## config.mk

```make
export PLATFORM = sky130hd
export DESIGN_NAME = mem_arbiter
export DESIGN_NICKNAME = d
export VERILOG_FILES = /design/src/rtl/mem_arbiter.sv
export SDC_FILE = /design/constraint.sdc
export NUM_CORES = 1
export LEC_CHECK = 0
export BUFFER_PORTS_ARGS = -buffer_cell sky130_fd_sc_hd__buf_2
export CAP_MARGIN = 25
export CORE_MARGIN = 2
export CORE_UTILIZATION = 30
export DETAILED_ROUTE_END_ITERATION = 6
export PLACE_DENSITY = 0.7
export SLEW_MARGIN = 20
export SYNTH_ARGS = -nofsm -noshare
export SYNTH_HDL_FRONTEND = slang
export SYNTH_SLANG_ARGS = --single-unit
```

## constraint.sdc

```tcl
create_clock -name clk -period 2.8 [get_ports clk]
set_clock_uncertainty 0.2 [all_clocks]
set_input_delay 0.14 -clock clk [delete_from_list [all_inputs] [get_ports clk]]
set_output_delay 0.14 -clock clk [all_outputs]
set_load 0.02 [all_outputs]
```

## src/rtl/mem_arbiter.sv

```systemverilog
// N-port req/ack arbiter multiplexing requesters onto a single memory port,
// one transaction in flight, round-robin or fixed-priority selection.
module mem_arbiter #(
  parameter int NUM_PORTS     = 3,
  parameter int ADDR_W        = 10,
  parameter int DATA_W        = 32,
  parameter int PRIORITY_MODE = 0,
  localparam int IDX_W        = $clog2(NUM_PORTS)
) (
  input  logic                        clk,
  input  logic                        rst,
  input  logic [NUM_PORTS-1:0]        port_req,
  input  logic [NUM_PORTS-1:0]        port_we,
  input  logic [NUM_PORTS*ADDR_W-1:0] port_addr,
  input  logic [NUM_PORTS*DATA_W-1:0] port_wdata,
  output logic [NUM_PORTS-1:0]        port_ack,
  output logic [DATA_W-1:0]           port_rdata,
  output logic                        mem_req,
  output logic                        mem_we,
  output logic [ADDR_W-1:0]           mem_addr,
  output logic [DATA_W-1:0]           mem_wdata,
  input  logic                        mem_ready,
  input  logic                        mem_rvalid,
  input  logic [DATA_W-1:0]           mem_rdata,
  output logic                        busy,
  output logic [IDX_W-1:0]            gnt_id,
  output logic                        err
);

  typedef enum logic [1:0] {IDLE, ISSUE, WAIT_RD, DONE} state_t;

  state_t             state;
  logic [IDX_W-1:0]   last;
  logic [IDX_W-1:0]   win, win_hi, win_lo;
  logic               found_hi, found_lo;
  logic               sel_we;
  logic [ADDR_W-1:0]  sel_addr;
  logic [DATA_W-1:0]  sel_wdata;

  // Downward scans leave the lowest matching index as the final assignment.
  // Round-robin prefers the lowest requester above last, else wraps to the lowest overall.
  always_comb begin
    // NOTE: every output of this block gets a default first, so no latch is inferred.
    win_hi   = '0;
    win_lo   = '0;
    found_hi = 1'b0;
    found_lo = 1'b0;
    for (int i = NUM_PORTS - 1; i >= 0; i--) begin
      if (port_req[i]) begin
        if (PRIORITY_MODE == 0 && i > int'(last)) begin
          win_hi   = IDX_W'(i);
          found_hi = 1'b1;
        end else begin
          win_lo   = IDX_W'(i);
          found_lo = 1'b1;
        end
      end
    end
    win = found_hi ? win_hi : win_lo;
  end

  always_comb begin
    sel_we    = 1'b0;
    sel_addr  = '0;
    sel_wdata = '0;
    for (int i = 0; i < NUM_PORTS; i++) begin
      if (IDX_W'(i) == win) begin
        sel_we    = port_we[i];
        sel_addr  = port_addr[i*ADDR_W +: ADDR_W];
        sel_wdata = port_wdata[i*DATA_W +: DATA_W];
      end
    end
  end

  // NOTE: non-blocking assignments so every register samples pre-edge values.
  always_ff @(posedge clk) begin
    if (!rst) begin
      state      <= IDLE;
      last       <= IDX_W'(NUM_PORTS - 1);
      port_ack   <= '0;
      port_rdata <= '0;
      mem_req    <= 1'b0;
      mem_we     <= 1'b0;
      mem_addr   <= '0;
      mem_wdata  <= '0;
      busy       <= 1'b0;
      gnt_id     <= '0;
      err        <= 1'b0;
    end else begin
      port_ack <= '0;
      // A response outside WAIT_RD is flagged but otherwise has no effect.
      if (mem_rvalid && state != WAIT_RD) err <= 1'b1;

      case (state)
        IDLE: begin
          if (found_hi || found_lo) begin
            gnt_id    <= win;
            mem_we    <= sel_we;
            mem_addr  <= sel_addr;
            mem_wdata <= sel_wdata;
            mem_req   <= 1'b1;
            busy      <= 1'b1;
            state     <= ISSUE;
            if (PRIORITY_MODE == 0) last <= win;
          end
        end
        ISSUE: begin
          if (mem_ready) begin
            mem_req <= 1'b0;
            state   <= mem_we ? DONE : WAIT_RD;
          end
        end
        WAIT_RD: begin
          if (mem_rvalid) begin
            port_rdata <= mem_rdata;
            state      <= DONE;
          end
        end
        DONE: begin
          port_ack <= NUM_PORTS'(1) << gnt_id;
          busy     <= 1'b0;
          state    <= IDLE;
        end
        default: state <= IDLE;
      endcase
    end
  end

endmodule

```

==> run_results.csv, run 1 <==
group,metric,value,unit
critical_path,worst_ep_required_time,2870,ps
power,worst_ir_drop_vdd,0.330,mV
power,total_switching_power,0.00182,W
floorplan,rows,41,
layout,layout.filler_cells,1099,
layout,post_route_cells_drive_above_1_share,0.368,
power,switching_share,0.361,
routing,number_of_detailed_routing_iterations_run_before_antenna_repair,5,
cts,clock_pin_slew_worst_setup_and_hold_paths,60,ps
floorplan,die-area,0.0137,mm²
cts,cts_inserted_buffers,9,
critical_path,crit_type,"register to register",
cts,cts_root_buf,"clkbuf_16",
yosys,ys_ff_latch,86,
critical_path,worst-r2r-setup-slack,200,ps
global_routing,grt-ovfl-total,0,
yosys,synth.largest_area_cell,"dfxtp_1",
routing,antenna_violating_nets_post_route,0,
power,power.internal,0.00322,W
power,leakage,3.25,nW
routing,drt-initial-drc-count,232,
cts,cts_tree,"yes",
yosys,syn-num-nets,573,
sta,finalSetupViolations,0,
global_routing,wire_length_of_the_first_global_routing_pass,20.2,mm
layout,final_cell_count_no_fill,932,
sta,total_neg_setup_slack,0,ps
yosys,yosysUniqueCellTypes,32,
sta,max_clk_rate,384,MHz
sta,worst_hold_slack_after_final_layout,52.7,ps
global_routing,first_global_vias,4351,
global_routing,grtUsageTotal,0.190,
sta,max_slew.worst_pin.slew,508,ps
critical_path,setup.worst_path.end_class,"register",
place,dp.cells,795,
cts,h-tree-depth,3,
critical_path,cp_data_arrival_time,2680,ps
cts,clock-sinks,86,
routing,vias,4445,
yosys,netlist.area_leader.share,0.449,
floorplan,dieWidth,117,µm
min_path,worst_min_delay_path_category,"primary input to register",
layout,area_delta_synth_final,74.3,%
run_status,run_status,"finished clean",
layout,antenna-diode-count,0,
yosys,ys.flop_type,"dfxtp_1",
yosys,netlist_area,0.00384,mm²
sta,timing.final.crit_share,0.930,
yosys,post_synth_inst_count,401,
yosys,postSynth.asyncResetShare,0,
sta,slew-limit-headroom,0.661,
routing,drt_wl_total,13.6,mm
sta,finalHoldViolations,0,
yosys,number_of_enable_type_register_cells_in_the_synthesized_netlist,0,
routing,vias_per_cell,4.77,
global_routing,antenna_found_initial,0,
place,port_buffers,250,
sta,rsz_0062_raised_after_global_routing,"no",
cts,clk_latency,340,ps
yosys,yosys-top-cells-area,"dfxtp_1, mux2i_1, a32oi_1",
yosys,ys_seq_area_frac,0.449,
place,dpl.hpwl,8.25,mm
yosys,yosysWarnings,0,
sta,finalMaxSlewViolations,0,
power,share_comb_of_total_power,0.418,
critical_path,worstPathMaxFanout,42,
cts,cts-root-to-sink-buffers,2,
critical_path,startpoint_class_of_the_critical_path,"register",
yosys,syn-mean-instance-area,9.57,µm²
cts,cts_setup_buffers,0,
global_routing,grt_start_max_net_pins,45,
floorplan,floorplan.core_area,0.0126,mm²
power,power.share.clock,0.245,
job,max_cap_violations,0,
floorplan,initial_utilization,0.305,
layout,layout.nets,927,
place,gp_congestion,0.704,
floorplan,num_io_pins,251,
floorplan,chipHeight,117,µm
power,powerDensity,755,mW/mm²
power,share_of_total_power_in_sequential_cells,0.338,
sta,fin_crit,2600,ps
routing,routedWlPerCell,14.6,µm
routing,drt_drc_violations_left,0,
synth_stat cells (all sizes together) (4+ instances only):
| library cell | number |
|---|---|
| a21boi | 37 |
| a32oi | 42 |
| and2 | 4 |
| buf | 17 |
| clkbuf | 18 |
| dfxtp | 86 |
| ha | 4 |
| inv | 6 |
| mux2i | 44 |
| nand2 | 71 |
| nor2 | 4 |
| o21ai | 46 |
stage by stage:
stage / worst slack [ps] / instance area [µm²] / power, W / utilization
final: 196 / 6690 / 0.00505 / 0.532
after detailed placement: 628 / 5160 / 0.00345 / 0.410
after global placement: 700 / 5160 / 0.00343 / 0.410
after CTS: 82.4 / 6680 / 0.00506 / 0.532
after floorplan: 1010 / 3840 / 0.00291 / -
after global routing: 30.8 / 6690 / 0.00534 / 0.532
layout make-up:
class	count	area [µm²]	share of cell area
Tap cell	172	215	0.0322
Clock inverter	5	57.6	0.00861
Inverter	6	22.5	0.00337
Multi-Input combinational cell	274	1890	0.282
Timing Repair Buffer	378	2530	0.379
Sequential cell	86	1720	0.257
Clock buffer	11	253	0.0378
cells in the final DEF (no fill, tap or decap), types with 3 or more instances in the layout:
cell           netlist  final
clkbuf_16            0      9
o21ai_1             40     40
nand2_1             71     71
dfxtp_1             86     86
buf_2                5    250
and2_1               3      3
a21boi_0            37     37
o21a_1               3      3
nor3b_1              3      3
a32oi_1             42     42
o21ai_0              6      6
mux2i_1             44     44
nor2_1               4      4
ha_1                 4      3
dlygate4sd3_1        0    121
inv_1                6      6
buf_4                3      5
registers in the layout, summed over array words and instances, names as in the netlist, 2 cells and up:
register	cells
port_rdata	32
mem_wdata	32
mem_addr	10
gnt_id	2
state	2
port_ack	3
kinds of logic after synthesis:
| logic type | count (synthesis) | share of synthesized area |
|---|---|---|
| fa+ha+maj | 4 | 0.0130 |
| flops | 86 | 0.449 |
| simple gates | 89 | 0.0995 |
| buf+inv | 41 | 0.0675 |
| compound gates | 137 | 0.256 |
| mux | 44 | 0.115 |
layer usage:
metal  up-vias  routed length (µm)  track usage
li1       2176                   -            -
met1      2031                5380        0.201
met2       210                6780        0.350
met3        28                1100       0.0515
met4         0                 336       0.0910
met5         -                   0            0
critical path, cell delays in order, from the launching register on:
cell and delay [ps]:
dfxtp_1 320, inv_1 120, ha_2 270, o31a_1 190
and2_4 280, nand2b_4 300, o21ai_1 250, dlygate4sd3_1 580
power groups by stage:
stage               Sequential (W)  Clock, W  Combinational [W]
floorplan                  0.00207         0           0.000836
global placement           0.00172         0            0.00172
detailed placement         0.00172         0            0.00173
CTS                        0.00170   0.00128            0.00209
global route               0.00174   0.00132            0.00228
finish                     0.00170   0.00124            0.00211
final timing paths:
kind,startpoint,to,cells past startpoint
setup / recovery,state[0]$_SDFFE_PN0P_,mem_wdata[17]$_SDFFE_PN0P_,7
hold reg to reg,port_rdata[1]$_SDFFE_PN0P_,port_rdata[1]$_SDFFE_PN0P_,2
setup reg to reg,state[0]$_SDFFE_PN0P_,mem_wdata[17]$_SDFFE_PN0P_,7
hold / removal,port_req[0],last[1]$_SDFFE_PN1P_,4
repair_timing:
action / 4_1_cts / 5_1_grt
hold buffers: 121 / 0
endpoints found under the hold margin: 78 / 0
resized for setup: 0 / 2
setup endpoints to repair: 0 / 30
Note: power is estimated with default switching activity, not from simulation.
==> run 2: changes to the inputs <==
--- a/config.mk
+++ b/config.mk
@@ -5,12 +5,12 @@
 export SDC_FILE = /design/constraint.sdc
 export NUM_CORES = 1
 export LEC_CHECK = 0
-export BUFFER_PORTS_ARGS = -buffer_cell sky130_fd_sc_hd__buf_2
 export CAP_MARGIN = 25
 export CORE_MARGIN = 2
 export CORE_UTILIZATION = 30
 export DETAILED_ROUTE_END_ITERATION = 6
-export PLACE_DENSITY = 0.7
+export DONT_BUFFER_PORTS = 1
+export PLACE_DENSITY = 0.54
 export SLEW_MARGIN = 20
 export SYNTH_ARGS = -nofsm -noshare
 export SYNTH_HDL_FRONTEND = slang
==> run_results.csv, run 2 <==
group,metric,value,unit
run_status,run_status,"stopped before the end",
run_status,last-stage-reached,"clock tree synthesis",
run_status,flow.first_error,"[ERROR RSZ-0060] Max buffer count reached.",
yosys,yosysWarnings,0,
cts,cts_setup_buffers,0,
floorplan,rows,41,
cts,ctsResizeCount,0,
yosys,synth.largest_area_cell,"dfxtp_1",
yosys,number_of_enable_type_register_cells_in_the_synthesized_netlist,0,
yosys,synthMostInstantiatedCell,"dfxtp_1",
yosys,netlist_area,0.00384,mm²
floorplan,initial_utilization,0.305,
yosys,syn-mean-instance-area,9.57,µm²
yosys,ys_seq_area_frac,0.449,
yosys,syn-num-nets,573,
place,placed_area,0.00391,mm²
yosys,netlist.area_leader.share,0.449,
floorplan,chipHeight,117,µm
cts,clock-sinks,86,
cts,cts_root_buf,"clkbuf_16",
yosys,yosysUniqueCellTypes,32,
cts,cts_inserted_buffers,9,
place,gp_congestion,0.739,
yosys,ys.flop_type,"dfxtp_1",
yosys,post_synth_inst_count,401,
floorplan,dieWidth,117,µm
cts,cts_hold_buffers,114,
yosys,yosys-top-cells-count,"dfxtp_1, nand2_1, mux2i_1, a32oi_1, o21ai_1",
cts,h-tree-depth,3,
cts,cts-root-to-sink-buffers,2,
place,port_buffers,0,
yosys,yosys-top-cells-area,"dfxtp_1, mux2i_1, a32oi_1",
place,dpl.hpwl,7.52,mm
yosys,postSynth.asyncResetShare,0,
yosys,ys_ff_latch,86,
floorplan,num_io_pins,251,
run 2: cell counts after synthesis:
No cell type changed its count.
run 2: logic make-up after synthesis:
group	after synthesis	synth area share
muxes	44	0.115
buffers and inverters	41	0.0675
AOI/OAI and AO/OA	137	0.256
and+or+nand+nor	89	0.0995
adders and majority gates	4	0.0130
DFF	86	0.449
run 2: per-stage QoR:
step           hold slack [ps]  instances   util  setup slack, ps
3_5_place_dp              21.0        545  0.311              605
2_1_floorplan             84.9        401      -             1010
3_3_place_gp              18.1        545  0.311              713
==> run 3: changes to the inputs <==
--- a/config.mk
+++ b/config.mk
@@ -7,10 +7,10 @@
 export LEC_CHECK = 0
 export CAP_MARGIN = 25
 export CORE_MARGIN = 2
-export CORE_UTILIZATION = 30
+export CORE_UTILIZATION = 20
 export DETAILED_ROUTE_END_ITERATION = 6
 export DONT_BUFFER_PORTS = 1
-export PLACE_DENSITY = 0.54
+export PLACE_DENSITY_LB_ADDON = 0.15
 export SLEW_MARGIN = 20
 export SYNTH_ARGS = -nofsm -noshare
 export SYNTH_HDL_FRONTEND = slang
==> run_results.csv, run 3 <==
group,metric,value,unit
yosys,synth_compound_area_frac,0.256,
yosys,synth.area.mux_share,0.115,
yosys,post_synth_inst_count,401,
place,gp_congestion,0.700,
yosys,netlist.area_leader.share,0.449,
run_status,flow.first_error,"[ERROR RSZ-0060] Max buffer count reached.",
yosys,ys.flop_type,"dfxtp_1",
yosys,yosysUniqueCellTypes,32,
yosys,ys_seq_area_frac,0.449,
place,dpl.hpwl,8.20,mm
cts,h-tree-depth,3,
floorplan,rows,50,
yosys,synth_adder_area_share,0.0130,
yosys,yosysWarnings,0,
yosys,ys_ff_latch,86,
cts,cts_inserted_buffers,9,
yosys,synth_simple_gate_area_share,0.0995,
yosys,postSynth.asyncResetShare,0,
yosys,main_combinational_cell_family_by_area_after_synthesis,"compound AO/OA/AOI/OAI gates",
place,post-place-ws,561,ps
floorplan,chipHeight,142,µm
floorplan,initial_utilization,0.204,
yosys,syn-mean-instance-area,9.57,µm²
yosys,syn-num-nets,573,
yosys,yosys-top-cells-count,"dfxtp_1, nand2_1, mux2i_1, a32oi_1, o21ai_1",
yosys,number_of_enable_type_register_cells_in_the_synthesized_netlist,0,
cts,cts_setup_buffers,0,
yosys,netlist_area,0.00384,mm²
floorplan,num_io_pins,251,
cts,ctsResizeCount,0,
cts,clock-sinks,86,
place,dp.cells,607,
yosys,yosys-top-cells-area,"dfxtp_1, mux2i_1, a32oi_1",
run_status,run_status,"stopped before the end",
floorplan,dieWidth,142,µm
cts,cts-root-to-sink-buffers,2,
cts,cts_hold_buffers,125,
yosys,synth-xor-area-share,0,
place,port_buffers,0,
run_status,last-stage-reached,"clock tree synthesis",
yosys,synth.largest_area_cell,"dfxtp_1",
yosys,synthMostInstantiatedCell,"dfxtp_1",
cts,cts_root_buf,"clkbuf_16",
==> run 3: cell counts after synthesis <==
No cell type changed its count.
==> run 3: metrics by stage <==
stage                     hold WS [ps]  area (µm²)
after floorplan                   84.9        3840
after global placement            24.8        3970
after detailed placement          23.6        3970
==> run 3: cells by family after synthesis <==
kind of cell	after synthesis
and+or+nand+nor	89
adders and majority gates	4
buffers and inverters	41
AOI/OAI and AO/OA	137
muxes	44
DFF	86
